[config.mk]
export PLATFORM = sky130hd
export DESIGN_NAME = div_16
export DESIGN_NICKNAME = d
export VERILOG_FILES = /design/src/rtl/div_16_pkg.sv /design/src/rtl/ADDSUB_16.sv /design/src/rtl/div_16.sv
export SDC_FILE = /design/constraint.sdc
export NUM_CORES = 1
export LEC_CHECK = 0
export ABC_AREA = 1
export BUFFER_PORTS_ARGS = -buffer_cell sky130_fd_sc_hd__buf_2
export CORE_ASPECT_RATIO = 0.5
export CORE_UTILIZATION = 30
export DETAILED_ROUTE_END_ITERATION = 16
export GPL_ROUTABILITY_DRIVEN = 0
export SETUP_SLACK_MARGIN = 0.5
export SLEW_MARGIN = 25
export SYNTH_ARGS = -nofsm -noshare
export SYNTH_HDL_FRONTEND = slang
export SYNTH_SLANG_ARGS = --single-unit
[constraint.sdc]
create_clock -name Clk -period 2 [get_ports Clk]
set_input_delay 0.4 -clock Clk [delete_from_list [all_inputs] [get_ports Clk]]
set_output_delay 0.4 -clock Clk [all_outputs]
set_load 0.02 [all_outputs]
[src/rtl/div_16_pkg.sv]
// Shared constants and state encoding for the 16-bit restoring divider.
package div_16_pkg;
  localparam int WIDTH = 16;
  localparam int CNT_W = 4;
  localparam logic [CNT_W-1:0] CNT_LAST = '1;

  typedef enum logic [1:0] {
    S_IDLE = 2'd0,
    S_RUN  = 2'd1,
    S_DONE = 2'd2
  } state_t;
endpackage

[src/rtl/ADDSUB_16.sv]
// 16-bit adder/subtractor: S = X + Y (Sub=0) or X - Y (Sub=1); Cout=1 on subtract means no borrow.
module ADDSUB_16 (
  input  logic [15:0] X,
  input  logic [15:0] Y,
  input  logic        Sub,
  output logic [15:0] S,
  output logic        Cout
);
  logic [15:0] y_eff;
  logic [16:0] sum;

  assign y_eff       = Y ^ {16{Sub}};
  assign sum         = {1'b0, X} + {1'b0, y_eff} + {16'd0, Sub};
  assign {Cout, S}   = sum;
endmodule

[src/rtl/div_16.sv]
// Unsigned 16-bit restoring divider, one quotient bit per clock, Start/Busy/Done handshake.
// Accept -> 16 RUN cycles -> 1-cycle DONE pulse; divide-by-zero skips RUN entirely.
module div_16
  import div_16_pkg::*;
(
  input  logic             Clk,
  input  logic             Rst_n,
  input  logic             Start,
  input  logic [WIDTH-1:0] X,
  input  logic [WIDTH-1:0] Y,
  output logic             Busy,
  output logic             Done,
  output logic [WIDTH-1:0] Q,
  output logic [WIDTH-1:0] R,
  output logic             DivZero
);
  state_t            state, state_nxt;
  logic [WIDTH-1:0]  qs, pr, d;
  logic [CNT_W-1:0]  cnt;

  logic [WIDTH-1:0]  sh, diff, pr_step, qs_step;
  logic              cout, qb;

  // Shifted partial remainder; its dropped top bit (pr[15]) is the 17th bit of the trial value.
  assign sh = {pr[WIDTH-2:0], qs[WIDTH-1]};

  ADDSUB_16 u_addsub (
    .X    (sh),
    .Y    (d),
    .Sub  (1'b1),
    .S    (diff),
    .Cout (cout)
  );

  assign qb      = pr[WIDTH-1] | cout;
  assign pr_step = qb ? diff : sh;
  assign qs_step = {qs[WIDTH-2:0], qb};

  always_ff @(posedge Clk or negedge Rst_n) begin
    if (!Rst_n) state <= S_IDLE;
    else        state <= state_nxt;
  end

  always_comb begin
    state_nxt = state;
    case (state)
      S_IDLE:  if (Start) state_nxt = (Y == '0) ? S_DONE : S_RUN;
      S_RUN:   if (cnt == CNT_LAST) state_nxt = S_DONE;
      S_DONE:  state_nxt = S_IDLE;
      default: state_nxt = S_IDLE;
    endcase
  end

  assign Busy = (state == S_RUN);
  assign Done = (state == S_DONE);

  always_ff @(posedge Clk or negedge Rst_n) begin
    if (!Rst_n) begin
      qs      <= '0;
      pr      <= '0;
      d       <= '0;
      cnt     <= '0;
      Q       <= '0;
      R       <= '0;
      DivZero <= 1'b0;
    end else begin
      case (state)
        S_IDLE: begin
          if (Start) begin
            if (Y == '0) begin
              Q       <= '1;
              R       <= X;
              DivZero <= 1'b1;
            end else begin
              d       <= Y;
              qs      <= X;
              pr      <= '0;
              cnt     <= '0;
              DivZero <= 1'b0;
            end
          end
        end
        S_RUN: begin
          pr  <= pr_step;
          qs  <= qs_step;
          cnt <= cnt + CNT_W'(1);
          // Results are captured on the final step so they are valid with Done.
          if (cnt == CNT_LAST) begin
            Q <= qs_step;
            R <= pr_step;
          end
        end
        default: ;
      endcase
    end
  end
endmodule

==> run_results.csv <==
group,metric,value,unit
status,status,"finished with violations",
status,failed_checks,"negative setup slack",
clock_network,cts_tree,"yes",
detailed_routing,wl_per_cell,14.45,µm
power,power.density,1977,nW/µm²
sta,slew_headroom,0.6871,
critical_path,cp_slowest_cell,"dfrtp_1",
global_routing,overflow,0,
cells_and_area,drive_gt1_frac,0.3304,
power,p_comb_frac,0.661,
placed_design,place_inst,967,
cells_and_area,nets,835,
sta,hold_ws,0.08279,ns
global_routing,grt_first_pass_wirelength,22910,µm
critical_path,arrival,2.42,ns
yosys,synth_edf_count,0,
critical_path,critPathBufInv,3,
detailed_routing,top_layer,"met4",
critical_path,cp-startpoint,"d[0]$_DFFE_PN0P_",
critical_path,crit_fanout,6,
clock_network,clockRootBuffer,"clkbuf_16",
sta,hold_violations,0,
cells_and_area,n_antenna_cell,0,
detailed_routing,dr_total_vias,4702,
sta,fmax,0.4715,GHz
worst_hold_path,min_path_type,"in -> async",
yosys,syn_area_per_cell,7.410,µm²
detailed_routing,wl,14570,µm
clock_network,clk_path_buf_depth,2,
critical_path,crit_top_cell,"nand2_2",
yosys,syn_area,4965,µm²
die,core_area,15780,µm²
placed_design,io_buffers,69,
global_routing,grt_antenna_before_repair,0,
die,initial_core_util,0.3147,
sta,finalCriticalPeriod,2.121,ns
detailed_routing,wl_met3,626,µm
die,num_rows,32,
detailed_routing,drc,0,
critical_path,crit_end,"R[13]$_DFFE_PN0P_",
yosys,ys_ff_latch,87,
power,power_frac_clock,0.121,
cells_and_area,area_growth,42.26,%
critical_path,crit_path_end_kind,"flop",
power,p_int,7.227,mW
critical_path,cp_top_family,"adder cells",
sta,setup_viol,30,
critical_path,criticalPathCategory,"reg -> reg",
yosys,syn_inst,670,
die,pin_count,70,
power,p_seq_frac,0.217,
sta,setup_ws,-0.1211,ns
critical_path,cp.depth,14,
critical_path,crit_chain,"ha_4 -> fa_2 -> inv_2 -> nand2_2 -> nand2_2 -> nand3_2 -> nand2_2 -> nand3_4 -> a21oi_4 -> buf_6 -> nand2_4 -> nand3_2 -> nand2_1 -> inv_1",
die,die_w,183.9,µm
clock_network,htree_levels,3,
detailed_routing,drt_iter0_drc,254,
sta,tightest_slew,0.4694,ns
cells_and_area,stdcell_area,7063,µm²
clock_network,cts.hold.buffers_added,0,
clock_network,insertion_delay,0.36,ns
yosys,synth_cell_types,38,
yosys,async_flop_share,1.000,
global_routing,track_usage,0.1741,
global_routing,first_global_vias,4445,
power,ir_drop,0.0006543,V
power,leakage,3.544,nW
yosys,synth-seq-area-share,0.4385,
detailed_routing,wl_met2,6990,µm
die,die_h,92.97,µm
placed_design,placed_cell_area,5759,µm²
placed_design,place_ws,-0.07126,ns
yosys,synth_fp_nets,723,
sta,final.setup_skew,0.007156,ns
critical_path,worstPathRequired,2.30,ns
detailed_routing,wl_met1,6756,µm
die,die-area,17100,µm²
power,switchingPower,6.738,mW
critical_path,regToRegSetupSlack,-0.12,ns
clock_network,cts.sinks,87,
detailed_routing,avgViaCountPerCell,4.665,
yosys,ys.flop_type,"dfrtp_1",
critical_path,start_kind,"flop",
cells_and_area,finalNonFillerCells,1008,
detailed_routing,first_pass_iters,4,
global_routing,grt_max_degree,88,
detailed_routing,ant_nets,0,
cells_and_area,fin_util,0.4477,
yosys,ys_warn_count,0,
sta,grt_setup_unrepaired,"yes",
power,power.share.switching,0.4825,
sta,post-route-period-util,1.061,
placed_design,dp_hpwl,9799,µm
clock_network,numCtsBuffers,9,
critical_path,reg2regPathDepth,14,
clock_network,clk_pin_slew,0.07,ns
job,cap_violations,0,
critical_path,r2r-end,"R[13]$_DFFE_PN0P_",
critical_path,r2r-start,"d[0]$_DFFE_PN0P_",
critical_path,cp_slowest_stage_delay,0.41,ns
sta,maxSlewViolCount,0,
[sequential cells by signal, summed over array words and instances, names as in the netlist]
signal	count
DivZero	1
Q	16
R	16
cnt	4
d	16
pr	16
qs	16
state	2
[worst reg2reg max path, stage by stage, from the launching register on]
cell	delay, ns
dfrtp_1	0.41
ha_4	0.18
fa_2	0.40
inv_2	0.07
nand2_2	0.04
nand2_2	0.08
nand3_2	0.06
nand2_2	0.09
nand3_4	0.08
a21oi_4	0.23
buf_6	0.19
nand2_4	0.06
nand3_2	0.07
nand2_1	0.06
inv_1	0.05
[how the worst min path moves through the flow]
stage	cells after the start	slack, ns	startpoint	end
final	2	0.08	Rst_n	Q[14]$_DFFE_PN0P_
after global routing	2	0.13	Rst_n	Q[12]$_DFFE_PN0P_
after CTS	2	0.1	Rst_n	Q[14]$_DFFE_PN0P_
after detailed placement	2	0.48	Rst_n	Q[14]$_DFFE_PN0P_
after global placement	2	0.47	d[0]$_DFFE_PN0P_	d[0]$_DFFE_PN0P_
after floorplan	0	0.10	Rst_n	DivZero$_DFFE_PN0P_
[cell families (layout without fill, tap and decap cells)]
kind of cell    count (synthesis)  in the layout  share of synthesized area
flops                          87             87                     0.4385
fa+ha+maj                      18             18                    0.04687
compound gates                 95             95                     0.1058
simple gates                  333            333                     0.2921
xor+xnor                        8              8                    0.01411
buf+inv                       129            246                     0.1026
[layout make-up]
cell class | count | area [µm²]
Fill cell | 1543 | 8712
Multi-Input combinational cell | 454 | 2864
Sequential cell | 87 | 2180
Timing Repair Buffer | 127 | 1037
Inverter | 103 | 404.1
Tap cell | 221 | 276.5
Clock buffer | 9 | 225.2
Clock inverter | 7 | 76.32
[metrics by stage]
stage	setup TNS, ns	power, mW
CTS	-0.3268	12.63
floorplan	-0.3664	7.595
detailed placement	-0.6488	9.750
global placement	-0.1692	9.680
global route	-5.508	15.03
finish	-1.734	13.96
[power by group through the flow]
stage	clock, mW	sequential, mW	combinational, mW
2_1_floorplan	0	3.24	4.36
5_1_grt	1.79	3.11	10.1
6_report	1.69	3.03	9.24
4_1_cts	1.73	2.95	7.94
3_3_place_gp	0	2.97	6.71
3_5_place_dp	0	2.97	6.78
[cell usage in the layout, fill, tap and decap left out, types with 4 or more instances in the layout]
cell / synthesis / final
xor2_1: 6 / 6
inv_1: 102 / 97
buf_12: 0 / 6
a31oi_4: 0 / 8
a21oi_1: 24 / 22
or2_1: 7 / 7
o21ai_1: 1 / 18
inv_6: 0 / 4
clkbuf_16: 0 / 10
ha_1: 17 / 15
or2_2: 10 / 10
nand2_2: 1 / 17
nand2_1: 196 / 168
dfrtp_1: 87 / 85
nor2_4: 0 / 19
a31oi_1: 15 / 7
buf_2: 5 / 66
nor2_1: 44 / 25
buf_4: 3 / 33
nand3_1: 47 / 21
o21ai_0: 48 / 25
o21ai_2: 0 / 5
nand3_2: 1 / 27
nand4_1: 18 / 18
nand2_4: 0 / 12
buf_6: 1 / 13
[repair_timing]
action	CTS	global route
hold endpoints to repair	0	0
endpoints found under the setup margin	52	83
resized for setup	62	132
pin swaps	5	24
buffers inserted	11	5
gates cloned	5	4
[synthesized netlist by cell type (2+ instances only)]
cell      number  area, µm²
a21oi_1       24      120.1
a31oi_1       15      93.84
and2_1         2      12.51
buf_1          2      7.510
buf_2          5      25.02
buf_4          3      22.52
clkbuf_1      15      56.30
dfrtp_1       87       2177
ha_1          17      212.7
inv_1        102      382.9
nand2_1      196      735.7
nand3_1       47      235.2
nand3b_1       2      15.01
nand4_1       18      112.6
nor2_1        44      165.2
o21ai_0       48      240.2
or2_1          7      43.79
or2_2         10      62.56
xnor2_1        2      17.52
xor2_1         6      52.55
[layer usage]
layer / track usage / up-vias
li1: - / 2370
met1: 0.2327 / 2231
met5: 0 / -
met2: 0.2813 / 88
met4: 0.06181 / 0
met3: 0.03264 / 13
Power figures use the tool's default switching activity.
